--- config.mk ---
export PLATFORM = sky130hd
export DESIGN_NAME = uart_frame_parser
export DESIGN_NICKNAME = d
export VERILOG_FILES = /design/src/rtl/uart_frame_parser.sv
export SDC_FILE = /design/constraint.sdc
export NUM_CORES = 1
export LEC_CHECK = 0
export ABC_AREA = 1
export BUFFER_PORTS_ARGS = -buffer_cell sky130_fd_sc_hd__buf_2
export CORE_MARGIN = 8
export CORE_UTILIZATION = 45
export DETAILED_ROUTE_END_ITERATION = 8
export PLACE_DENSITY = 0.74
export SYNTH_ARGS = -nofsm -noshare
export SYNTH_HDL_FRONTEND = slang
export SYNTH_SLANG_ARGS = --single-unit
--- constraint.sdc ---
create_clock -name clk_50M -period 2.4 [get_ports clk_50M]
set_input_delay 0.24 -clock clk_50M [delete_from_list [all_inputs] [get_ports clk_50M]]
set_output_delay 0.24 -clock clk_50M [all_outputs]
set_load 0.1 [all_outputs]
--- src/rtl/uart_frame_parser.sv ---
`default_nettype none
// ============================================================================
// Module   : uart_frame_parser
// Brief    : Hunts a 2-byte header and assembles func + payload + checksum frames
//            from the UART byte stream, then publishes good frames atomically.
// Revision : 1.0 - initial release
// ============================================================================
module uart_frame_parser #(
  parameter logic [7:0] _HEAD0       = 8'h55,
  parameter logic [7:0] _HEAD1       = 8'hAA,
  parameter int         _DATA_LEN    = 10,
  parameter int         _TIMEOUT_CYC = 50000
) (
  input  logic       clk_50M,
  input  logic       rst_n,
  input  logic       uart_rx_done,
  input  logic [7:0] uart_rx_data,
  output logic [7:0] func_reg,
  output logic [7:0] rev_data1,
  output logic [7:0] rev_data2,
  output logic [7:0] rev_data3,
  output logic [7:0] rev_data4,
  output logic [7:0] rev_data5,
  output logic [7:0] rev_data6,
  output logic [7:0] rev_data7,
  output logic [7:0] rev_data8,
  output logic [7:0] rev_data9,
  output logic [7:0] rev_data10,
  output logic       pack_done,
  output logic       pack_err,
  output logic       busy
);

  localparam logic [2:0] c_S_IDLE  = 3'd0;
  localparam logic [2:0] c_S_HEAD1 = 3'd1;
  localparam logic [2:0] c_S_FUNC  = 3'd2;
  localparam logic [2:0] c_S_DATA  = 3'd3;
  localparam logic [2:0] c_S_CSUM  = 3'd4;

  localparam int         c_TW       = $clog2(_TIMEOUT_CYC);
  localparam logic [c_TW-1:0] c_TMAX = c_TW'(_TIMEOUT_CYC - 1);
  localparam logic [3:0] c_LAST_IDX = 4'(_DATA_LEN - 1);

  logic [2:0]      r_state;
  logic [3:0]      r_idx;
  logic [7:0]      r_csum;
  logic [c_TW-1:0] r_timer;
  logic [7:0]      r_shadow_func;
  logic [7:0]      r_shadow [0:_DATA_LEN-1];
  logic            w_match;

  assign busy    = (r_state != c_S_IDLE);
  assign w_match = uart_rx_done && (r_state == c_S_CSUM) && (uart_rx_data == r_csum);

  // Control path: a strobe always takes precedence over timeout expiry.
  always_ff @(posedge clk_50M or negedge rst_n) begin
    if (!rst_n) begin
      r_state   <= c_S_IDLE;
      r_idx     <= 4'd0;
      r_csum    <= 8'd0;
      r_timer   <= '0;
      pack_done <= 1'b0;
      pack_err  <= 1'b0;
    end else begin
      pack_done <= 1'b0;
      pack_err  <= 1'b0;
      if (uart_rx_done) begin
        r_timer <= '0;
        case (r_state)
          c_S_IDLE: begin
            if (uart_rx_data == _HEAD0) r_state <= c_S_HEAD1;
          end
          c_S_HEAD1: begin
            if (uart_rx_data == _HEAD1)      r_state <= c_S_FUNC;
            else if (uart_rx_data != _HEAD0) r_state <= c_S_IDLE;
          end
          c_S_FUNC: begin
            r_csum  <= uart_rx_data;
            r_idx   <= 4'd0;
            r_state <= c_S_DATA;
          end
          c_S_DATA: begin
            r_csum <= r_csum + uart_rx_data;
            r_idx  <= r_idx + 4'd1;
            if (r_idx == c_LAST_IDX) r_state <= c_S_CSUM;
          end
          c_S_CSUM: begin
            if (uart_rx_data == r_csum) pack_done <= 1'b1;
            else                        pack_err  <= 1'b1;
            r_state <= c_S_IDLE;
          end
          default: r_state <= c_S_IDLE;
        endcase
      end else if (r_state == c_S_IDLE) begin
        r_timer <= '0;
      end else if (r_timer == c_TMAX) begin
        r_timer  <= '0;
        r_state  <= c_S_IDLE;
        pack_err <= 1'b1;
      end else begin
        r_timer <= r_timer + 1'b1;
      end
    end
  end

  always_ff @(posedge clk_50M or negedge rst_n) begin
    if (!rst_n) begin
      r_shadow_func <= 8'd0;
      for (int i = 0; i < _DATA_LEN; i++) r_shadow[i] <= 8'd0;
    end else if (uart_rx_done) begin
      if (r_state == c_S_FUNC) r_shadow_func <= uart_rx_data;
      if (r_state == c_S_DATA) r_shadow[r_idx] <= uart_rx_data;
    end
  end

  // Outputs move only as a complete set, on the edge that raises pack_done.
  always_ff @(posedge clk_50M or negedge rst_n) begin
    if (!rst_n) begin
      func_reg   <= 8'd0;
      rev_data1  <= 8'd0;
      rev_data2  <= 8'd0;
      rev_data3  <= 8'd0;
      rev_data4  <= 8'd0;
      rev_data5  <= 8'd0;
      rev_data6  <= 8'd0;
      rev_data7  <= 8'd0;
      rev_data8  <= 8'd0;
      rev_data9  <= 8'd0;
      rev_data10 <= 8'd0;
    end else if (w_match) begin
      func_reg   <= r_shadow_func;
      rev_data1  <= r_shadow[0];
      rev_data2  <= r_shadow[1];
      rev_data3  <= r_shadow[2];
      rev_data4  <= r_shadow[3];
      rev_data5  <= r_shadow[4];
      rev_data6  <= r_shadow[5];
      rev_data7  <= r_shadow[6];
      rev_data8  <= r_shadow[7];
      rev_data9  <= r_shadow[8];
      rev_data10 <= r_shadow[9];
    end
  end

endmodule
`default_nettype wire

**Word-level counts from Yosys, hierarchy flattened**

Index checks and enable logic that the tools add are counted.
W data, S select, Z words.

- Register bits: 209
- Output and inout bits: 91
- Logic and storage cells: 83

- $add $sub $neg: 3
- Order comparisons: 2
- Equal/unequal tests: 14
- Multiplexer cells: 24
- Bitwise logic cells: 1
- Reduce and logical (&&, ||, !) cells: 11

Operators by type and width:

| cell | count |
|---|---|
| $bwmux W80 | 1 |
| $mux W16 | 3 |
| $demux W8 S4 | 1 |
| $mux W3 | 7 |
| $add A16 B1 Y16 const B | 1 |
| $eq A16 B16 Y1 const B | 1 |
| $pmux W8 S2 | 1 |
| $pmux W3 S4 | 1 |
| $add A8 B8 Y8 | 1 |
| $eq A8 B7 Y1 const B | 1 |
| $eq A8 B8 Y1 | 1 |
| $eq A8 B8 Y1 const B | 1 |
| $mux W1 | 8 |
| $mux W8 | 1 |
| $ne A8 B7 Y1 const B | 1 |
| $pmux W4 S2 | 1 |
| $eq A3 B2 Y1 const B | 2 |
| $reduce_and A2 Y1 | 3 |
| $ge A5 B5 Y1 const B | 1 |
| $lt A5 B1 Y1 const B | 1 |
| $not A4 Y5 | 1 |
| $reduce_and A5 Y1 | 1 |
| $add A4 B1 Y4 const B | 1 |
| $eq A4 B4 Y1 const B | 1 |
| 9 further kinds | 13 |

**Logic depth before layout (Yosys ltp)**

- Depth in word-level cells: 6
- Gate-level depth with buffers: 12
- Depth with buffers taken out: 12

**Least setup slack after synthesis**

No wires, ideal clock.

- Path kind: flip-flop to flip-flop
- From: reg r_csum[3]
- To: reg func_reg[0]
- Library setup time: 120 ps
- Arrival: 1636 ps
- Path slack: 644 ps
- Stages on the path, launching flop included: 9
- Clock period less this slack: 1756 ps
- Cells stage by stage: dfrtp_1 -> ha_1 -> nor3_1 -> and3_1 -> nand3_2 -> buf_2 -> buf_2 -> nand2_1 -> nand2_1

- Cells in the longest elaborated chain, start to end: 2

RTL lines:

| what | line | source |
|---|---|---|
| start, declared | 46 | `logic [7:0] r_csum;` |
| start signal, assigned | 78 | `r_csum <= uart_rx_data;` |
| start signal, assigned | 83 | `r_csum <= r_csum + uart_rx_data;` |
| $eq A8 B8 Y1 | 53 | `assign w_match = uart_rx_done && (r_state == c_S_CSUM) && (uart_rx_data == r_csum);` |
| $logic_and A1 B1 Y1 | 53 |  |
| end signal, assigned | 131 | `func_reg <= r_shadow_func;` |
| end, declared | 18 | `output logic [7:0] func_reg,` |

No other way between the ends.
A chain may end at the register's enable or synchronous reset.

**Worst setup path after layout**

- From: reg r_state[0]
- To: out busy

- Cells in the longest elaborated chain, start to end: 1

RTL lines:

| what | line | source |
|---|---|---|
| start, declared | 44 | `logic [2:0] r_state;` |
| start signal, assigned | 58 | `r_state <= c_S_IDLE;` |
| start signal, assigned | 71 | `if (uart_rx_data == _HEAD0) r_state <= c_S_HEAD1;` |
| start signal, assigned | 74 | `if (uart_rx_data == _HEAD1) r_state <= c_S_FUNC;` |
| $reduce_bool A3 Y1 | 52 | `assign busy = (r_state != c_S_IDLE);` |
| end, declared | 31 | `output logic busy` |

No other way between the ends.

==> flow_metrics.env <==
export IMPL_initial_core_util=0.455
export IMPL_synth_top_area_frac=0.596
export IMPL_gr_total_overflow=0
export IMPL_die_area_um2=24200
export IMPL_rrSetupSlack_ps=390
export IMPL_tightestPinTransition_ps=636
export IMPL_track_usage=0.174
export IMPL_setup_tns_ps=0
export IMPL_synth_compound_area_frac=0.0783
export IMPL_fmax_mhz=497
export IMPL_htreeDepth=1
export IMPL_post_drt_wl_per_cell_um=15.2
export IMPL_nFillCells=1777
export IMPL_drive_above_1_share=0.159
export IMPL_place_congestion=0.879
export IMPL_largest_register="r_shadow"
export IMPL_power_share_clock=0.349
export IMPL_yosys_area_top_type="dfrtp_1"
export IMPL_whs_ps=88.8
export IMPL_critPathRequiredTime_ps=2160
export IMPL_synth_area_top_cells="dfrtp_1, nand2_1, o21ai_1"
export IMPL_p_sw_mw=2.77
export IMPL_die_w_um=156
export IMPL_synth_most_common_cell="nand2_1"
export IMPL_drc=0
export IMPL_syn_num_nets=998
export IMPL_cts_resized=0
export IMPL_rsz0062_at_grt="false"
export IMPL_sequentialPowerShare=0.471
export IMPL_vias_per_cell=4.97
export IMPL_synth_edff_count=0
export IMPL_slew_viol_final=0
export IMPL_fin_area_um2=10300
export IMPL_antenna_cells=0
export IMPL_cts_sinks=209
export IMPL_fin_skew_ps=7.93
export IMPL_drt_iter0_markers=464
export IMPL_rows=51
export IMPL_cts_path_max_buffers=3
export IMPL_synthArstFlopShare=1.00
export IMPL_period_minus_slack_ps=2010
export IMPL_clk_latency_ps=500
export IMPL_grt_pass1_vias=6669
export IMPL_cts_buffers=21
export IMPL_largest_registers="r_shadow: 80 flops, r_timer: 16 flops"
export IMPL_totalWireLength_um=20600
export IMPL_p_per_area_nw_per_um2=911
export IMPL_power_frac_comb=0.180
export IMPL_synth_top_family_by_area="simple AND/OR/NAND/NOR gates"
export IMPL_place_ws_ps=419
export IMPL_finalCritPeriodShare=0.838
export IMPL_post_synth_fa_ha_maj_area_fraction=0.0194
export IMPL_cp_end_kind="output pin"
export IMPL_post_cts_buffers=0
export IMPL_cts_root_buf="clkbuf_16"
export IMPL_total_power_mw=9.34
export IMPL_hold_violations=0
export IMPL_hp_class="in -> reg"
export IMPL_ys_warn_count=0
export IMPL_synth_common_cells="nand2_1, dfrtp_1, o21ai_1"
export IMPL_ant_nets=0
export IMPL_start_kind="flip-flop"
export IMPL_place_area_um2=9560
export IMPL_power_leakage_nw=5.49
export IMPL_critPathArrivalTime_ps=1770
export IMPL_core_um2=19300
export IMPL_power_internal_mw=6.57
export IMPL_syn_area_um2=8770
export IMPL_hpwl_um=13500
export IMPL_grt_first_pass_wirelength_um=34400
export IMPL_antenna_found_initial=0
export IMPL_avgSynthCellArea_um2=9.00
export IMPL_synth_main_ff_cell="dfrtp_1"
export IMPL_grt_max_degree=65
export IMPL_largest_register_ffs=80
export IMPL_crit_path_max_fanout=6
export IMPL_synthXorXnorAreaFrac=0.00499
export IMPL_num_vias=6730
export IMPL_first_pass_iters=4
export IMPL_final_nets=1099
export IMPL_area_growth_pct=17.0
export IMPL_synth_distinct_cells=37
export IMPL_status="finished clean"
export IMPL_muxShareOfSynthArea=0
export IMPL_syn_inst=974
export IMPL_yosys_area_share_simple=0.250
export IMPL_setup_ws_ps=389
export IMPL_setup_violations=0
export IMPL_clk_pin_slew_ps=60
export IMPL_cts_tree="done"
export IMPL_peakVddDrop_mv=0.420
export IMPL_portBuffers=101
export IMPL_synth_seq_cells=209
export IMPL_ys_seq_area_frac=0.596
export IMPL_maxSlewHeadroom=0.575
export IMPL_maxCapViolCount=0
export IMPL_ios=102
export IMPL_die_height_um=156
export IMPL_crit_type="reg -> out"
export IMPL_swShare=0.297
==> power groups by stage <==
stage               registers [mW]  logic [mW]  clock network, mW
global route                  4.46        1.93               3.48
CTS                           4.39        1.69               3.32
finish                        4.40        1.68               3.26
detailed placement            4.45        1.68                  0
floorplan                     4.33        1.32                  0
global placement              4.43        1.60                  0
==> what timing repair did <==
item                                   in CTS  in global routing
setup endpoints to repair                   0                  0
hold buffers                                1                  0
endpoints found under the hold margin      59                  0
==> cell usage in the layout, fill, tap and decap left out, types with 2 or more instances in the layout <==
master	count
a21oi_1	23
a2bb2oi_1	2
and3_1	2
buf_12	4
buf_2	100
buf_4	14
bufinv_16	2
clkbuf_1	5
clkbuf_16	21
clkbuf_8	5
clkinv_2	3
dfrtp_1	209
ha_1	12
inv_1	44
inv_2	6
nand2_1	431
nand3_1	20
nand4_1	5
nand4_2	3
nand4_4	6
nor2_1	39
nor3_1	11
o21ai_0	45
o21ai_1	52
xor2_1	5
==> kinds of logic after synthesis <==
| family | Yosys count |
|---|---|
| AO/OA/AOI/OAI | 130 |
| AND/OR/NAND/NOR | 524 |
| buffers and inverters | 93 |
| flip-flops | 209 |
| XOR/XNOR | 5 |
| adder cells (fa/ha/maj) | 13 |
==> routing by layer <==
metal	routed length, um	vias up	track usage
li1	-	3293	-
met1	9120	3248	0.226
met2	9750	159	0.286
met3	1340	30	0.0399
met4	353	0	0.0499
met5	0	-	0
==> final timing paths <==
check                      cells after the start             from            to
setup / recovery                               5       r_state[0]          busy
setup reg to reg                               8        r_csum[3]  rev_data6[7]
min in group asynchronous                      2            rst_n  rev_data5[2]
hold reg to reg                                2     r_shadow[31]  rev_data7[7]
hold / removal                                 3  uart_rx_data[0]     r_csum[0]
max in group asynchronous                      3            rst_n  r_shadow[28]
==> worst max-delay path, cell delays in order (launching register included) <==
cell and delay, ps:
dfrtp_1 450, inv_2 120, nand2_1 130, nor2_1 80, inv_2 80, buf_2 430
==> cell type report <==
| type | count | area [um2] | share of cell area |
|---|---|---|---|
| tap | 265 | 332 | 0.0323 |
| clock inverter | 7 | 91.3 | 0.00891 |
| clock buffer | 30 | 599 | 0.0584 |
| multi-input combinational | 672 | 3100 | 0.303 |
| timing repair buffer | 120 | 709 | 0.0692 |
| sequential | 209 | 5230 | 0.510 |
| inverter | 51 | 191 | 0.0187 |
==> through the flow <==
stage	util	cells
2_1_floorplan	-	974
3_3_place_gp	0.496	1316
3_5_place_dp	0.496	1316
4_1_cts	0.532	1354
5_1_grt	0.532	1354
6_report	0.532	1354
(Power assumes the default switching activity.)
